<file path="src/rtl/bball_pkg.sv">
// Shared constants and types for the basketball shot block.
// Optional feature macro: THREE_POINT_EN (long shots score 3 points).
package bball_pkg;

  typedef enum logic [1:0] {
    HELD   = 2'd0,
    FLIGHT = 2'd1,
    SCORED = 2'd2,
    DEAD   = 2'd3
  } ball_state_e;

  // Hoop windows (ball centre, inclusive), signed to match position maths
  localparam logic signed [10:0] HOOP_R_X_LO = 11'sd560;
  localparam logic signed [10:0] HOOP_R_X_HI = 11'sd584;
  localparam logic signed [10:0] HOOP_L_X_LO = 11'sd56;
  localparam logic signed [10:0] HOOP_L_X_HI = 11'sd80;
  localparam logic signed [10:0] HOOP_Y_LO   = 11'sd150;
  localparam logic signed [10:0] HOOP_Y_HI   = 11'sd160;
  localparam logic [9:0]         HOOP_R_CX   = 10'd572;
  localparam logic [9:0]         HOOP_L_CX   = 10'd68;

  // Playfield limits
  localparam logic signed [10:0] FLOOR_Y      = 11'sd370;
  localparam logic signed [10:0] SCREEN_MAX_X = 11'sd639;

  // Motion
  localparam logic signed [5:0] LAUNCH_VX_R = 6'sd3;
  localparam logic signed [5:0] LAUNCH_VX_L = -6'sd3;
  localparam logic signed [5:0] LAUNCH_VY   = -6'sd12;
  localparam logic signed [5:0] GRAVITY     = 6'sd1;
  localparam logic signed [5:0] VY_CAP      = 6'sd15;
  localparam logic signed [5:0] VEL_ZERO    = 6'sd0;

  // Post-shot countdown
  localparam logic [5:0] COOLDOWN = 6'd60;
  localparam logic [5:0] CD_STEP  = 6'd1;
  localparam logic [5:0] CD_ZERO  = 6'd0;

  // Scoring
  localparam logic [11:0] THREE_PT_DIST = 12'd200;
  localparam logic [1:0]  PTS_ZERO      = 2'd0;
  localparam logic [1:0]  PTS_TWO       = 2'd2;
  localparam logic [1:0]  PTS_THREE     = 2'd3;

  // Ball position relative to the player sprite while held
  localparam logic [9:0] HELD_DX_R     = 10'd28;
  localparam logic [9:0] HELD_DX_L_MAG = 10'd8;   // held offset is -8 facing left
  localparam logic [9:0] HELD_DY       = 10'd20;
  localparam logic [9:0] POS_ZERO      = 10'd0;

  // Reset position: player at (373,300) facing right
  localparam logic [9:0] RST_X = 10'd401;
  localparam logic [9:0] RST_Y = 10'd320;

  // Points for a basket given the release X and the hoop centre hit
  function automatic logic [1:0] shot_points(input logic [9:0] rel_x,
                                             input logic [9:0] centre);
    logic signed [11:0] d;
    d = $signed({2'b00, rel_x}) - $signed({2'b00, centre});
    if (d < 0) d = -d;
    return ($unsigned(d) > THREE_PT_DIST) ? PTS_THREE : PTS_TWO;
  endfunction

endpackage

</file>
<file path="src/rtl/hoop_hit.sv">
// Combinational hoop detector: candidate ball centre inside either hoop
// window while the ball is falling (vy > 0).
module hoop_hit
  import bball_pkg::*;
(
  input  logic signed [10:0] cand_x,
  input  logic signed [10:0] cand_y,
  input  logic signed [5:0]  vy,
  output logic               hit_left,
  output logic               hit_right
);

  logic falling, in_y;

  // Window tests on the signed candidate position
  always_comb begin
    falling   = (vy > VEL_ZERO);
    in_y      = (cand_y >= HOOP_Y_LO) && (cand_y <= HOOP_Y_HI);
    hit_right = falling && in_y && (cand_x >= HOOP_R_X_LO) && (cand_x <= HOOP_R_X_HI);
    hit_left  = falling && in_y && (cand_x >= HOOP_L_X_LO) && (cand_x <= HOOP_L_X_HI);
  end

endmodule

</file>
<file path="src/rtl/ball_shot.sv">
// Ball held / in flight / scored / dead controller, one update per frame.
// Optional feature macro: THREE_POINT_EN (score 3 for long release distance).
module ball_shot
  import bball_pkg::*;
(
  input  logic       frame_clk,
  input  logic       Reset,
  input  logic       shoot,
  input  logic       dir,
  input  logic [9:0] playerX,
  input  logic [9:0] playerY,
  input  logic       endGame,
  output logic [9:0] ballX,
  output logic [9:0] ballY,
  output logic [1:0] ball_state,
  output logic       score_pulse,
  output logic       miss_pulse,
  output logic [1:0] score_value
);

  ball_state_e       state_q, state_d;
  logic [9:0]        bx_q, bx_d, by_q, by_d;
  logic signed [5:0] vx_q, vx_d, vy_q, vy_d;
  logic [5:0]        cnt_q, cnt_d;
  logic              shoot_prev_q;
  logic              sp_q, sp_d, mp_q, mp_d;
  logic [1:0]        sv_q, sv_d;
`ifdef THREE_POINT_EN
  logic [9:0]        relx_q, relx_d;
`endif

  logic [9:0]        held_x, held_y;
  logic signed [10:0] nx, ny;
  logic signed [5:0] vy_inc;
  logic              hit_l, hit_r, miss;

  // Held position, candidate flight position and miss test
  always_comb begin
    if (dir)                        held_x = playerX + HELD_DX_R;
    else if (playerX >= HELD_DX_L_MAG) held_x = playerX - HELD_DX_L_MAG;
    else                            held_x = POS_ZERO;
    held_y = playerY + HELD_DY;
    nx     = $signed({1'b0, bx_q}) + $signed({{5{vx_q[5]}}, vx_q});
    ny     = $signed({1'b0, by_q}) + $signed({{5{vy_q[5]}}, vy_q});
    vy_inc = (vy_q >= VY_CAP) ? VY_CAP : vy_q + GRAVITY;
    miss   = nx[10] || (ny >= FLOOR_Y) || (nx > SCREEN_MAX_X);
  end

  hoop_hit u_hoop (
    .cand_x   (nx),
    .cand_y   (ny),
    .vy       (vy_q),
    .hit_left (hit_l),
    .hit_right(hit_r)
  );

  // Next-state, motion and pulse logic; everything holds while endGame is high
  always_comb begin
    state_d = state_q;
    bx_d    = bx_q;
    by_d    = by_q;
    vx_d    = vx_q;
    vy_d    = vy_q;
    cnt_d   = cnt_q;
    sp_d    = 1'b0;
    mp_d    = 1'b0;
    sv_d    = PTS_ZERO;
`ifdef THREE_POINT_EN
    relx_d  = relx_q;
`endif
    if (!endGame) begin
      case (state_q)
        HELD: begin
          bx_d = held_x;
          by_d = held_y;
          if (shoot && !shoot_prev_q) begin
            state_d = FLIGHT;
            vx_d    = dir ? LAUNCH_VX_R : LAUNCH_VX_L;
            vy_d    = LAUNCH_VY;
`ifdef THREE_POINT_EN
            relx_d  = held_x;
`endif
          end
        end
        FLIGHT: begin
          // Negative candidates only occur on a miss; clamp what is displayed
          bx_d = nx[10] ? POS_ZERO : nx[9:0];
          by_d = ny[10] ? POS_ZERO : ny[9:0];
          vy_d = vy_inc;
          if (hit_l || hit_r) begin
            state_d = SCORED;
            cnt_d   = COOLDOWN;
            sp_d    = 1'b1;
`ifdef THREE_POINT_EN
            sv_d    = shot_points(relx_q, hit_r ? HOOP_R_CX : HOOP_L_CX);
`else
            sv_d    = PTS_TWO;
`endif
          end else if (miss) begin
            state_d = DEAD;
            cnt_d   = COOLDOWN;
            mp_d    = 1'b1;
          end
        end
        default: begin
          cnt_d = cnt_q - CD_STEP;
          if (cnt_q <= CD_STEP) begin
            cnt_d   = CD_ZERO;
            state_d = HELD;
          end
        end
      endcase
    end
  end

  // State register; Reset overrides endGame and every state
  always_ff @(posedge frame_clk) begin
    if (Reset) begin
      state_q      <= HELD;
      bx_q         <= RST_X;
      by_q         <= RST_Y;
      vx_q         <= VEL_ZERO;
      vy_q         <= VEL_ZERO;
      cnt_q        <= CD_ZERO;
      shoot_prev_q <= 1'b1;
      sp_q         <= 1'b0;
      mp_q         <= 1'b0;
      sv_q         <= PTS_ZERO;
`ifdef THREE_POINT_EN
      relx_q       <= POS_ZERO;
`endif
    end else begin
      state_q      <= state_d;
      bx_q         <= bx_d;
      by_q         <= by_d;
      vx_q         <= vx_d;
      vy_q         <= vy_d;
      cnt_q        <= cnt_d;
      shoot_prev_q <= shoot;
      sp_q         <= sp_d;
      mp_q         <= mp_d;
      sv_q         <= sv_d;
`ifdef THREE_POINT_EN
      relx_q       <= relx_d;
`endif
    end
  end

  assign ballX       = bx_q;
  assign ballY       = by_q;
  assign ball_state  = state_q;
  assign score_pulse = sp_q;
  assign miss_pulse  = mp_q;
  assign score_value = sv_q;

endmodule

</file>
<file path="config.mk">
export PLATFORM = sky130hd
export DESIGN_NAME = ball_shot
export DESIGN_NICKNAME = d
export VERILOG_FILES = /design/src/rtl/bball_pkg.sv /design/src/rtl/hoop_hit.sv /design/src/rtl/ball_shot.sv
export SDC_FILE = /design/constraint.sdc
export NUM_CORES = 1
export LEC_CHECK = 0
export CORE_MARGIN = 8
export CORE_UTILIZATION = 63
export DETAILED_ROUTE_END_ITERATION = 12
export DONT_BUFFER_PORTS = 1
export PLACE_DENSITY = 0.9
export SYNTH_ARGS = -nofsm -noshare
export SYNTH_HDL_FRONTEND = slang
export SYNTH_SLANG_ARGS = --single-unit
</file>
<file path="constraint.sdc">
create_clock -name frame_clk -period 4.65 [get_ports frame_clk]
set_input_delay 0.93 -clock frame_clk [delete_from_list [all_inputs] [get_ports frame_clk]]
set_output_delay 0.93 -clock frame_clk [all_outputs]
set_load 0.02 [all_outputs]
</file>
==> qor.txt, run 1 <==
First-pass GRT wire length -> 15.9 mm
Clock Path Buffers -> 2
Synth Area in Compound Gates -> 30.1%
Setup TNS -> 0 ns
Initial antenna violation count -> 0
Chip Width -> 90.6 um
Asr flop ratio synth -> 0%
Post-synth EDFFs -> 0
Unrepaired setup endpoints after global routing -> no
Finish-stage setup viols -> 0
Skew-Pair Late Insertion Delay -> 0.30 ns
Largest family of logic cells by synthesized area -> compound AO/OA/AOI/OAI gates
Critical path origin -> ballX[0]
H-tree depth -> 2
Crit. End Element -> flop
Cells along the critical path -> ha_1 > inv_1 > fa_1 > nand2b_1 > a21oi_2 > o21ai_0 > a2111oi_4 > a22oi_1 > mux2_2 > o2111a_2 > or3_1 > a32o_1
Post-Route WL -> 9.70 mm
CTS tree -> yes
Critical Path RT -> 4.85 ns
Worst r2r src -> ballX[0]
Biggest cell delay along the critical path -> 0.49 ns
ANT cells -> 0
WP data arrival -> 3.93 ns
Ys Warns -> 0
Tmin final -> 3.74 ns
Pwr dens -> 261 mW/mm2
Clock transition at path regs -> 0.09 ns
Remaining antenna violation count -> 0
Clk root buf -> clkbuf_8
Commonest non-fill, non-tap cells in the layout -> 53 x nor2_1, 42 x a21oi_1, 40 x dfxtp_1
Hold crit path type -> reg2reg
Die Ht -> 90.6 um
FP Rows -> 27
Slew @ Worst Pin -> 0.942 ns
Hold buffers post-CTS -> 0
Worst slew margin -> 37.0%
Final hold vios -> 0
Post-CTS Setup Inserts -> 0
CP max-delay cell -> dfxtp_1
Crit Path Max Fanout -> 8
Sequential share of the synthesized area -> 22.9%
Crit path launch type -> flop
Total CTS buffers -> 5
GPL Wtd Cong -> 0.986
Via count -> 3570
Mapped Area -> 0.00350 mm2
Mux cell area share after synthesis -> 0.607%
Largest net degree at the start of global routing -> 34
Post-DP HPWL -> 7.25 mm
P_leak -> 1.41 nW
Vias in the first global route -> 3419
Most common cell after layout, fill and taps aside -> nor2_1
Main synth FF type -> dfxtp_1
Syn avg cell area -> 7.56 um2
Area growth syn-to-layout -> 3.61%
Status -> finished, final reports clean
Post-CTS Resized -> 0
Worst R2R Setup Slack -> 0.91 ns
IO Pins -> 51
Vias per inst -> 6.83
Post-Synth Simple-Gate Area -> 22.5%
Clock sink count -> 40
MaxCap Viol Count -> 0
Library cells used by synthesis -> 66
Syn_nets -> 519
Core ar. -> 0.00544 mm2
Hold_sp -> vx_q[0]
Remaining DRCs -> 0
Post-synthesis cell count -> 463
Setup CP Type -> reg2reg
Layout cells sized above 1 -> 5.99%
Max Slew Vio Count -> 0
Final Skew -> 0.00602 ns
Post-Synth XOR/XNOR Area -> 6.75%
Initial DRC count -> 277
#FFs+latches synth -> 40
Final worst-path cycle share -> 80.3%
Fmax -> 0.268 GHz
Die footprint -> 0.00820 mm2
Drt first pass iters -> 5
DR WL/cell -> 18.5 um
Fin util -> 66.7%
PortBufs -> 0
Fillers -> 465
Initial core utilization -> 64.4%
Peak VDD IR -> 0.000136 V
Layout Nets -> 506
GRT Util Overall -> 22.9%
Congestion Overflow GR -> 0
Synth Area in Adders -> 11.5%
## critical path: cells and delay by family, from the launching register on
kind,cells,cell delay (ns)
AOI/OAI and AO/OA,6,1.59
adders and majority gates,2,0.63
buffers and inverters,1,0.06
DFF,1,0.49
muxes,1,0.29
and+or+nand+nor,2,0.58
## final cells by class
cell class	instances	area [um2]	area share [%]
multi-input cells	374	2510	69.2
flip-flops and latches	40	801	22.1
inverters	28	105	2.90
well taps	72	90.1	2.48
clock buffers	5	68.8	1.90
clock inverters	3	46.3	1.28
repair buffers	1	7.51	0.207
## cell families after synthesis
| group | after synthesis |
|---|---|
| compound gates | 152 |
| xor+xnor | 27 |
| fa+ha+maj | 31 |
| buf+inv | 49 |
| flops | 40 |
| mux | 2 |
| other cells | 1 |
| simple gates | 161 |
## sequential cells by signal, indices dropped and copies added, names as in the netlist
| name | cells |
|---|---|
| ballX | 10 |
| ballY | 10 |
| ball_state | 2 |
| cnt_q | 6 |
| miss_pulse | 1 |
| score_value | 1 |
| shoot_prev_q | 1 |
| vx_q | 3 |
| vy_q | 6 |
## path summary, 6_finish.rpt
| kind | cells past startpoint | end |
|---|---|---|
| max | 12 | cnt_q[5] |
| min | 2 | vx_q[0] |
| max reg2reg | 12 | cnt_q[5] |
| min reg2reg | 2 | vx_q[0] |
## synthesized netlist by cell type (all sizes together) (5+ instances only)
cell type / count / area, um2
a211oi: 13 / 103
a21boi: 5 / 37.5
a21o: 9 / 67.6
a21oi: 43 / 219
a221oi: 7 / 61.3
a31oi: 5 / 31.3
and3: 7 / 45.1
clkbuf: 18 / 68.8
dfxtp: 40 / 801
ha: 29 / 363
inv: 28 / 105
nand2: 34 / 128
nand2b: 5 / 31.3
nand3: 6 / 30.0
nor2: 54 / 203
nor3: 17 / 85.1
o211ai: 8 / 65.1
o21ai: 26 / 130
o221ai: 8 / 70.1
or2: 5 / 31.3
or3: 13 / 87.6
xnor2: 16 / 140
xor2: 11 / 96.3
## through the flow
stage | hold slack [ns] | setup WS (ns) | area, um2 | power, mW | std cells
after floorplan | 0.429 | 1.19 | 3500 | 0.599 | 463
after global placement | 0.438 | 1.05 | 3510 | 0.634 | 515
after detailed placement | 0.459 | 0.969 | 3510 | 0.643 | 515
after CTS | 0.471 | 0.935 | 3630 | 0.942 | 523
after global routing | 0.498 | 0.683 | 3630 | 0.990 | 523
final | 0.474 | 0.914 | 3630 | 0.946 | 523
## power by group
part           internal, mW  switching [mW]  total, mW  leakage (nW)
Combinational        0.0985           0.144      0.242          1.03
Sequential            0.361          0.0409      0.402         0.328
Clock                 0.162           0.140      0.302        0.0548
Total                 0.621           0.325      0.946          1.41
## routing by layer
layer / routed length [um] / part of all wire, % / GRT usage, %
met2: 4860 / 50 / 40.3
met3: 883 / 9.1 / 6.32
met1: 3670 / 38 / 24.9
met5: 0 / 0 / 0
met4: 287 / 3.0 / 9.85
Note: power is estimated with default switching activity, not from simulation.
==> run 2, diff against run 1 <==
CORE_UTILIZATION = 59   (was 63)
PLACE_DENSITY = 0.89   (was 0.9)
clock period = 3.4 ns   (was 4.65 ns; I/O delays follow)
==> qor.txt, run 2 (synthesis results as in run 1) <==
Drt first pass iters -> 5 (unchanged)
Max Slew Vio Count -> 0 (unchanged)
MaxCap Viol Count -> 0 (unchanged)
Peak VDD IR -> 0.000210 V (+55%)
Core ar. -> 0.00582 mm2 (+6.9%)
GPL Wtd Cong -> 0.966 (-2.0%)
P_leak -> 1.60 nW (+13%)
Critical Path RT -> 3.65 ns (-1.20 ns)
Post-Place Worst Slack -> 0.0252 ns (-0.943 ns)
Final hold vios -> 0 (unchanged)
Hold crit path type -> in2reg
Via count -> 3704 (+3.8%)
Total CTS buffers -> 5 (unchanged)
Post-DP HPWL -> 7.58 mm (+4.5%)
ANT cells -> 0 (unchanged)
GRT Util Overall -> 23.3% (+0.49 points)
Area of placed instances -> 0.00373 mm2 (+6.2%)
Setup TNS -> 0 ns (unchanged)
Die footprint -> 0.00866 mm2 (+5.6%)
CTS tree -> yes
Largest net degree at the start of global routing -> 34 (unchanged)
Crit Path Max Fanout -> 4 (-4)
H-tree depth -> 2 (unchanged)
DR WL/cell -> 18.4 um (-0.56%)
IO Pins -> 51 (unchanged)
Crit path launch type -> flop
PortBufs -> 0 (unchanged)
Layout cells sized above 1 -> 14.7% (+8.7 points)
First-pass GRT wire length -> 16.6 mm (+4.0%)
Hold path depth -> 1 (-1)
WP data arrival -> 3.57 ns (-0.36 ns)
Post-route insts no fill -> 558 (+6.7%)
Worst reg-to-reg path cell count -> 12 (unchanged)
Vias in the first global route -> 3560 (+4.1%)
Skew-Pair Late Insertion Delay -> 0.31 ns (about the same)
Congestion Overflow GR -> 0 (unchanged)
Unrepaired setup endpoints after global routing -> yes
Crit. End Element -> flop
Clock transition at path regs -> 0.09 ns (about the same)
Clock Path Buffers -> 2 (unchanged)
Placed Cells -> 546 (+6.0%)
Remaining antenna violation count -> 0 (unchanged)
Area growth syn-to-layout -> 12.3%
Fmax -> 0.301 GHz (+13%)
Most common cell after layout, fill and taps aside -> nor2_1
Post-Route WL -> 10.3 mm (+6.1%)
Final Skew -> 0.00307 ns (-0.00295 ns)
Slew @ Worst Pin -> 0.688 ns (-0.254 ns)
Pwr dens -> 344 mW/mm2 (+32%)
Clk root buf -> clkbuf_8
Status -> finished, final reports clean
Final setup margin -> 0.0804 ns (-0.833 ns)
Final worst-path cycle share -> 97.6% (+17 points)
Layout Nets -> 538 (+6.3%)
Clock sink count -> 40 (unchanged)
Initial core utilization -> 60.2% (-4.2 points)
Worst slew margin -> 54.1% (+17 points)
Vias per inst -> 6.64 (-2.8%)
Initial antenna violation count -> 0 (unchanged)
FP Rows -> 28 (+3.7%)
Tmin final -> 3.32 ns (-0.417 ns)
Setup CP Type -> reg2reg
Finish-stage setup viols -> 0 (unchanged)
Commonest non-fill, non-tap cells in the layout -> 53 x nor2_1, 42 x a21oi_1, 37 x dfxtp_1
Remaining DRCs -> 0 (unchanged)
Design Area, Final -> 0.00393 mm2 (+8.4%)
Initial DRC count -> 416 (+50%)
Power Total -> 1.35 mW (+43%)
Chip Width -> 93.0 um (+2.7%)
Die Ht -> 93.0 um (+2.7%)
-- run 2: final cells by class --
cell class | instances | area [um2]
Clock buffer | 5 | 68.8
Clock inverter | 3 | 47.5
Fill cell | 473 | 1880
Inverter | 28 | 105
Multi-Input combinational cell | 374 | 2560
Sequential cell | 40 | 805
Tap cell | 75 | 93.8
Timing Repair Buffer | 33 | 248
-- run 2: where the power goes --
group          leakage [nW]  switching [mW]  internal, mW  total [mW]
clock                0.0583           0.197         0.221       0.419
combinational          1.21           0.239         0.172       0.411
sequential            0.329          0.0285         0.494       0.522
-- run 2: metal layers --
metal	track usage, %	vias up	share of wire, %
li1	-	1735	-
met5	0	-	0
met2	40.5	180	49
met1	26.4	1737	39
met4	11.8	0	4.5
met3	5.05	52	8.0
-- run 2: per-stage QoR --
step	util (%)	hold WS (ns)
final	67.6	0.429
after global routing	67.6	0.418
after CTS	66.2	0.423
after detailed placement	64.2	0.449
after global placement	64.2	0.433
after floorplan	-	0.429
-- run 2: repair_timing --
action,CTS,global route
hold buffers,0,0
endpoints found under the setup margin,0,7
setup buffers,0,4
hold endpoints to repair,0,0
gates resized for setup,0,15
-- run 2: worst paths after layout --
| kind | start | to | slack, ns |
|---|---|---|---|
| min reg2reg | vx_q[0] | vx_q[0] | 0.46 |
| min | Reset | cnt_q[2] | 0.43 |
| max | ballY[0] | ball_state[1] | 0.08 |
| max reg2reg | ballY[0] | ball_state[1] | 0.08 |
-- run 2: critical path: stages, from the launching register on --
cell      delay, ns
dfxtp_2        0.34
ha_2           0.17
inv_1          0.05
fa_2           0.35
nand2b_4       0.17
a211oi_4       0.29
and2b_1        0.24
xnor2_1        0.15
or4_1          0.47
or4_1          0.47
and4bb_2       0.33
o21ai_1        0.06
a21oi_1        0.16
==> run 3, diff against run 2 <==
PLACE_DENSITY = 0.88   (was 0.89)
==> qor.txt, run 3 (synthesis results as in run 1) <==
Status -> finished, final reports clean
Hold crit path type -> in2reg
Layout Nets -> 535 (-0.56%)
Skew-Pair Late Insertion Delay -> 0.31 ns (about the same)
Worst reg-to-reg path cell count -> 12 (unchanged)
First-pass GRT wire length -> 16.8 mm (+1.5%)
CTS tree -> yes
Tmin final -> 3.29 ns (-0.0284 ns)
Area growth syn-to-layout -> 13.3%
Critical Path RT -> 3.64 ns (about the same)
Max Slew Vio Count -> 0 (unchanged)
Total CTS buffers -> 5 (unchanged)
Worst R2R Setup Slack -> 0.11 ns (+0.03 ns)
Fmax -> 0.304 GHz (+0.86%)
Commonest non-fill, non-tap cells in the layout -> 53 x nor2_1, 42 x a21oi_1, 34 x nand2_1, 34 x dfxtp_1, 30 x buf_4
Worst r2r src -> ballY[0]
Die footprint -> 0.00866 mm2 (unchanged)
Area of placed instances -> 0.00371 mm2 (-0.60%)
Via count -> 3803 (+2.7%)
Biggest cell delay along the critical path -> 0.47 ns (about the same)
Hold WS -> 0.435 ns (+0.00602 ns)
Fin util -> 68.2% (+0.60 points)
Cells along the critical path -> ha_4 > inv_1 > fa_2 > nand2b_4 > a211oi_4 > and2b_2 > xnor2_2 > or4_1 > or4_1 > and4bb_2 > o21ai_1 > a21oi_1
GPL Wtd Cong -> 0.936 (-3.1%)
Reg-to-Reg End -> ball_state[1]
WP data arrival -> 3.54 ns (-0.03 ns)
Congestion Overflow GR -> 0 (unchanged)
CP max-delay cell -> or4_1
H-tree depth -> 2 (unchanged)
Post-DP HPWL -> 7.65 mm (+0.95%)
P_leak -> 1.59 nW (-0.45%)
Remaining DRCs -> 0 (unchanged)
Crit path top cell by count -> or4_1
Clock sink count -> 40 (unchanged)
Clock transition at path regs -> 0.09 ns (about the same)
Final hold vios -> 0 (unchanged)
Hold path endpoint -> vy_q[5]
Clk root buf -> clkbuf_8
Slew @ Worst Pin -> 0.869 ns (+0.182 ns)
Pwr dens -> 343 mW/mm2 (about the same)
Initial DRC count -> 417 (+0.24%)
Clock Path Buffers -> 2 (unchanged)
Crit. End Element -> flop
Finish-stage setup viols -> 0 (unchanged)
Chip Width -> 93.0 um (unchanged)
Post-Route WL -> 10.5 mm (+1.8%)
Worst slew margin -> 42.0% (-12 points)
Layout cells sized above 1 -> 16.3% (+1.6 points)
Crit path launch type -> flop
Setup CP Type -> reg2reg
Design Area, Final -> 0.00397 mm2 (+0.89%)
MaxCap Viol Count -> 0 (unchanged)
Setup TNS -> 0 ns (unchanged)
Die Ht -> 93.0 um (unchanged)
Final worst-path cycle share -> 96.8% (-0.84 points)
Core ar. -> 0.00582 mm2 (unchanged)
DR WL/cell -> 18.9 um (+2.4%)
Vias in the first global route -> 3600 (+1.1%)
Crit Path Max Fanout -> 3 (-1)
Largest net degree at the start of global routing -> 34 (unchanged)
IO Pins -> 51 (unchanged)
Drt first pass iters -> 6 (+1)
Hold path depth -> 1 (unchanged)
Hold_sp -> Reset
Final Skew -> 0.00907 ns (+0.00600 ns)
Initial core utilization -> 60.2% (unchanged)
Most common cell after layout, fill and taps aside -> nor2_1
GRT Util Overall -> 23.4% (+0.063 points)
PortBufs -> 0 (unchanged)
FP Rows -> 28 (unchanged)
Initial antenna violation count -> 0 (unchanged)
Vias per inst -> 6.85 (+3.2%)
Remaining antenna violation count -> 0 (unchanged)
ANT cells -> 0 (unchanged)
Peak VDD IR -> 0.000220 V (+4.6%)
run 3: worst max path at each step:
stage / startpoint / depth (start not counted) / to / slack, ns
floorplan: ballY[0] / 12 / ball_state[0] / 0.02
global placement: ballX[0] / 12 / cnt_q[3] / 0.10
detailed placement: ballX[0] / 12 / cnt_q[5] / -0.01
CTS: ballX[0] / 12 / cnt_q[3] / 0.003
global route: ballY[0] / 12 / ball_state[1] / -0.007
finish: ballY[0] / 12 / ball_state[1] / 0.11
run 3: critical path: cells and delay by family (launching register included):
family / cells / cell delay (ns)
AOI/OAI and AO/OA: 3 / 0.48
xor gates and xnor gates: 1 / 0.15
adders and majority gates: 2 / 0.48
and+or+nand+nor: 5 / 1.70
DFF: 1 / 0.36
buffers and inverters: 1 / 0.05
run 3: power by group:
part | switching [mW] | internal, mW
Combinational | 0.246 | 0.176
Sequential | 0.0302 | 0.493
Clock | 0.195 | 0.221
run 3: through the flow:
stage               instances  setup WS, ns  total power, mW
detailed placement        543       -0.0103            0.918
global route              555      -0.00729             1.42
floorplan                 463        0.0247            0.820
finish                    555         0.109             1.36
global placement          543         0.104            0.904
CTS                       553       0.00323             1.33
run 3: final cells by class:
cell class,count,area [um2]
clock buffers,5,68.8
well taps,75,93.8
fillers,460,1850
multi-input cells,374,2620
clock inverters,3,46.3
flip-flops and latches,40,811
repair buffers,30,225
inverters,28,105
run 3: timing repair:
item                       4_1_cts  5_1_grt
gates resized for setup          1       29
pin swaps                        1        9
hold buffers                     0        0
setup endpoints to repair        3        7
buffers inserted                 2        2
run 3: routing by layer:
metal | track usage [%] | up-vias | share of wire (%) | routed length (um)
met5 | 0 | - | 0 | 0
met4 | 11.3 | 0 | 3.6 | 378
met3 | 6.01 | 44 | 9.3 | 973
met2 | 41.8 | 228 | 50 | 5260
met1 | 25.2 | 1789 | 37 | 3860
li1 | - | 1742 | - | -
